<file path="src/rtl/seq_divider_pkg.sv">
`default_nettype none
// ============================================================================
// Module  : seq_divider_pkg
// Purpose : Shared definitions for the sequential restoring divider:
//           FSM state encoding and default operand width.
// Ports   : (package - no ports)
// Revision: 1.0 - initial release
// ============================================================================
package seq_divider_pkg;

  // Default operand width of the divider.
  localparam int c_DEFAULT_N = 4;

  // Divider control states, explicitly 2 bits wide.
  typedef enum logic [1:0] {
    S_IDLE = 2'd0,
    S_CALC = 2'd1,
    S_DONE = 2'd2
  } state_t;

endpackage : seq_divider_pkg
`default_nettype wire

</file>
<file path="src/rtl/seq_divider_adder.sv">
`default_nettype none
// ============================================================================
// Module  : seq_divider_adder
// Purpose : W-bit ripple-style adder with carry in/out. The divider feeds it
//           the inverted divisor with carry-in 1, so the adder computes a
//           two's-complement subtraction. Carry-out then means "no borrow".
// Ports   : i_a    [W-1:0] - first operand
//           i_b    [W-1:0] - second operand
//           i_cin          - carry in
//           o_sum  [W-1:0] - sum
//           o_cout         - carry out
// Revision: 1.0 - initial release
// ============================================================================
module seq_divider_adder
  import seq_divider_pkg::*;
#(
  parameter int W = c_DEFAULT_N + 1
) (
  input  logic [W-1:0] i_a,
  input  logic [W-1:0] i_b,
  input  logic         i_cin,
  output logic [W-1:0] o_sum,
  output logic         o_cout
);

  logic [W:0] w_full;

  assign w_full = {1'b0, i_a} + {1'b0, i_b} + {{W{1'b0}}, i_cin};
  assign o_sum  = w_full[W-1:0];
  assign o_cout = w_full[W];

endmodule : seq_divider_adder
`default_nettype wire

</file>
<file path="src/rtl/seq_divider.sv">
`default_nettype none
// ============================================================================
// Module  : seq_divider
// Purpose : Unsigned N-bit sequential restoring divider. One quotient bit is
//           resolved per clock while busy. A zero divisor skips the
//           iteration entirely and reports quotient all-ones,
//           remainder = dividend and div_by_zero = 1.
// Ports   : clk          - clock, rising edge
//           rst_n        - asynchronous active-low reset
//           start        - request a division (accepted when not busy)
//           dividend [N] - unsigned numerator, sampled on acceptance
//           divisor  [N] - unsigned denominator, sampled on acceptance
//           busy         - high while iterating
//           done         - one-cycle pulse, results valid
//           quotient [N] - unsigned quotient
//           remainder[N] - unsigned remainder
//           div_by_zero  - last accepted divisor was zero
// Revision: 1.0 - initial release
// ============================================================================
module seq_divider
  import seq_divider_pkg::*;
#(
  parameter int N = c_DEFAULT_N
) (
  input  logic         clk,
  input  logic         rst_n,
  input  logic         start,
  input  logic [N-1:0] dividend,
  input  logic [N-1:0] divisor,
  output logic         busy,
  output logic         done,
  output logic [N-1:0] quotient,
  output logic [N-1:0] remainder,
  output logic         div_by_zero
);

  localparam int             c_CNT_W    = $clog2(N + 1);
  localparam logic [c_CNT_W-1:0] c_CNT_INIT = c_CNT_W'(N);
  localparam logic [c_CNT_W-1:0] c_CNT_LAST = c_CNT_W'(1);

  state_t             r_state;
  logic [N-1:0]       r_q;        // dividend shifts out of the top, quotient bits shift in
  logic [N-1:0]       r_rem;      // partial remainder
  logic [N-1:0]       r_divisor;
  logic [c_CNT_W-1:0] r_cnt;
  logic               r_busy;
  logic               r_done;
  logic               r_dbz;

  logic [N:0]         w_shift;
  logic [N:0]         w_trial;
  logic               w_nonneg;
  logic               w_unused_trial_msb;

  // R' = {R, Q[N-1]}
  assign w_shift = {r_rem, r_q[N-1]};

  // R' - divisor computed as R' + ~{0,divisor} + 1; carry-out = no borrow.
  seq_divider_adder #(
    .W (N + 1)
  ) u_trial_sub (
    .i_a    (w_shift),
    .i_b    (~{1'b0, r_divisor}),
    .i_cin  (1'b1),
    .o_sum  (w_trial),
    .o_cout (w_nonneg)
  );

  // A kept trial is always below the divisor, so its MSB is always zero.
  assign w_unused_trial_msb = w_trial[N];

  always_ff @(posedge clk or negedge rst_n) begin
    if (!rst_n) begin
      r_state   <= S_IDLE;
      r_q       <= '0;
      r_rem     <= '0;
      r_divisor <= '0;
      r_cnt     <= '0;
      r_busy    <= 1'b0;
      r_done    <= 1'b0;
      r_dbz     <= 1'b0;
    end else begin
      case (r_state)
        S_IDLE, S_DONE: begin
          if (start) begin
            r_divisor <= divisor;
            r_cnt     <= c_CNT_INIT;
            if (divisor == '0) begin
              // Zero divisor: produce the defined result immediately.
              r_state <= S_DONE;
              r_busy  <= 1'b0;
              r_done  <= 1'b1;
              r_q     <= '1;
              r_rem   <= dividend;
              r_dbz   <= 1'b1;
            end else begin
              r_state <= S_CALC;
              r_busy  <= 1'b1;
              r_done  <= 1'b0;
              r_q     <= dividend;
              r_rem   <= '0;
              r_dbz   <= 1'b0;
            end
          end else begin
            r_state <= S_IDLE;
            r_busy  <= 1'b0;
            r_done  <= 1'b0;
          end
        end

        S_CALC: begin
          // start is deliberately ignored here.
          r_rem <= w_nonneg ? w_trial[N-1:0] : w_shift[N-1:0];
          r_q   <= {r_q[N-2:0], w_nonneg};
          r_cnt <= r_cnt - 1'b1;
          if (r_cnt == c_CNT_LAST) begin
            r_state <= S_DONE;
            r_busy  <= 1'b0;
            r_done  <= 1'b1;
          end
        end

        default: begin
          r_state <= S_IDLE;
          r_busy  <= 1'b0;
          r_done  <= 1'b0;
        end
      endcase
    end
  end

  assign busy        = r_busy;
  assign done        = r_done;
  assign quotient    = r_q;
  assign remainder   = r_rem;
  assign div_by_zero = r_dbz;

endmodule : seq_divider
`default_nettype wire

</file>
<file path="config.mk">
export PLATFORM = sky130hd
export DESIGN_NAME = seq_divider
export DESIGN_NICKNAME = d
export VERILOG_FILES = /design/src/rtl/seq_divider_pkg.sv /design/src/rtl/seq_divider_adder.sv /design/src/rtl/seq_divider.sv
export SDC_FILE = /design/constraint.sdc
export NUM_CORES = 1
export LEC_CHECK = 0
export ABC_AREA = 1
export BUFFER_PORTS_ARGS = -buffer_cell sky130_fd_sc_hd__buf_2
export CAP_MARGIN = 20
export CORE_MARGIN = 3
export CORE_UTILIZATION = 59
export DETAILED_ROUTE_END_ITERATION = 7
export PLACE_DENSITY = 0.83
export SYNTH_ARGS = -nofsm -noshare
export SYNTH_HDL_FRONTEND = slang
export SYNTH_HIERARCHICAL = 1
export SYNTH_SLANG_ARGS = --single-unit
export TNS_END_PERCENT = 1
</file>
<file path="constraint.sdc">
create_clock -name clk -period 3.07 [get_ports clk]
set_input_delay 0.4605 -clock clk [delete_from_list [all_inputs] [get_ports clk]]
set_output_delay 0.4605 -clock clk [all_outputs]
set_load 0.02 [all_outputs]
</file>
==> impl_metrics.csv <==
group,metric,value,unit
place,dp.final_hpwl,2058,um
drt,drc,0,
die,start_util,0.6619,
clocking,htreeDepth,1,
sta,clock_skew,6.060,ps
logic_synthesis,ys_warn_count,6,
clocking,clk_pin_slew,100,ps
sta,hold_viol,0,
layout,final_design_area_no_fill,0.001384,mm2
drt,wl_per_cell,12.40,um
die,core_region_area,0.001839,mm2
drt,firstDrtPassIters,4,
critical_path,cp.required,3270,ps
drt,drt-initial-drc-count,22,
clocking,cts_setup_buffers,0,
pwr,powerDensity,1090,mW/mm2
pwr,seqPwrFrac,0.311,
pwr,p_int,0.7391,mW
pwr,switchingPower,0.7686,mW
critical_path,path_max_fanout,5,
sta,post-route-min-period,1932,ps
logic_synthesis,syn_avg_cell_area,7.609,um2
die,row_count,15,
pwr,p_clk_frac,0.082,
drt,routed_wl,2616,um
place,pre_cts_slack,1141,ps
die,chipWidth,51.43,um
sta,fin_crit_sh,0.6292,
pwr,total_power,1.508,mW
outcome,status,"finished clean",
place,post_dp_cell_area,0.001358,mm2
clocking,cts_tree,"done",
global_route,grt_pass1_wl,4478,um
global_route,antenna_found_initial,0,
place,gp_congestion,0.9045,
sta,slew_viol_final,0,
layout,final_layout_size_suffix_gt1_frac,0.1935,
global_route,grt_usage,0.2295,
drt,postRouteAntennaNets,0,
die,fp.dieArea,0.002645,mm2
logic_synthesis,syn_inst,160,
global_route,gr-total-overflow,0,
clocking,clock-sinks,19,
pwr,p_sw_frac,0.5098,
critical_path,critPathKind,"reg -> reg",
layout,antenna_cells,0,
clocking,clockRootBuffer,"clkbuf_4",
clocking,numCtsBuffers,3,
job,drv_cap,0,
clocking,cts_hold_buf,0,
clocking,cts_buffer_depth,2,
global_route,grt_pass1_vias,1071,
critical_path,end_kind,"flip-flop",
logic_synthesis,synth_area,0.001217,mm2
pwr,ir_drop,0.0005924,V
drt,viasPerCell,4.991,
clocking,insertion_delay,300,ps
layout,num-nets-final,206,
critical_path,arrival,2130,ps
hold_path,hp-class,"in -> async",
sta,rsz0062_at_grt,"no",
sta,tns,0,ps
sta,clock.fmax,517.7,MHz
pwr,p_leak,0.8337,nW
drt,num_vias,1053,
clocking,cts_resized,0,
global_route,grt_start_max_net_pins,20,
layout,areaGrowthSynthToFinish,13.67,%
die,ios,22,
critical_path,start_kind,"flip-flop",
sta,setup_viol,0,
pwr,pwr-share-comb,0.607,
sta,layout_setup_ws,1138,ps
die,die_h,51.43,um
place,io_buffers,21,
## layout by cell type, fill, tap and decap left out, types with 3 or more instances in the layout
cell type,count
a21oi_1,6
a21oi_2,3
buf_2,21
clkbuf_4,3
dfrtp_1,19
ha_1,6
inv_1,28
nand2_1,66
nand3_1,5
nand4_1,3
o21ai_0,6
## worst paths after layout
kind | startpoint | to | slack [ps] | cells past startpoint
setup / recovery | quotient[3]$_DFFE_PN0P_ | remainder[0]$_DFFE_PN0P_ | 1140 | 14
hold / removal | rst_n | remainder[3]$_DFFE_PN0P_ | 80 | 1
setup reg to reg | quotient[3]$_DFFE_PN0P_ | remainder[0]$_DFFE_PN0P_ | 1140 | 14
hold reg to reg | div_by_zero$_DFFE_PN0P_ | div_by_zero$_DFFE_PN0P_ | 490 | 2
max in group asynchronous | rst_n | div_by_zero$_DFFE_PN0P_ | 2680 | 1
min in group clk | dividend[2] | quotient[2]$_DFFE_PN0P_ | 400 | 3
## through the flow
step           cells  hold slack [ps]    util
2_1_floorplan    161            164.9       -
3_3_place_gp     207            416.6  0.7381
3_5_place_dp     207            430.8  0.7381
4_1_cts          211            86.92  0.7524
5_1_grt          211            95.45  0.7524
6_report         211            79.52  0.7524
## cell type report
type	instances	area, um2
timing repair buffer	21	105.1
multi-input combinational	112	628.1
tap	25	31.28
inverter	30	117.6
fill	147	455.4
clock buffer	4	26.28
sequential	19	475.5
## critical path: stages (launching register included)
cell and delay, ps:
dfrtp_1 420, inv_1 90, fa_1 430, inv_1 120, nand2_1 70, nand2_1 70, nand3_1 60, nand2_1 130
inv_1 120, nand2_1 80, nand2_1 50, nand2_1 50, nand2_1 50, nand2_1 50, nand2_1 40
## state kept, by name, indices dropped and copies added, names as in the netlist
register and flops:
busy 1, div_by_zero 1, done 1, quotient 4, r_cnt 3, r_divisor 4
r_state 1, remainder 4
## power groups by stage
stage / clock network (mW) / registers, mW / logic, mW
floorplan: 0 / 0.529 / 0.614
global placement: 0 / 0.467 / 0.860
detailed placement: 0 / 0.472 / 0.906
CTS: 0.129 / 0.467 / 0.915
global route: 0.144 / 0.480 / 1.03
finish: 0.124 / 0.469 / 0.915
## per-layer routing
layer,share of wire,global-route usage,vias up
li1,-,-,542
met1,0.42,0.2636,484
met2,0.54,0.4216,23
met3,0.029,0.02624,4
met4,0.013,0.1004,0
met5,0,0,-
(Power assumes the default switching activity.)
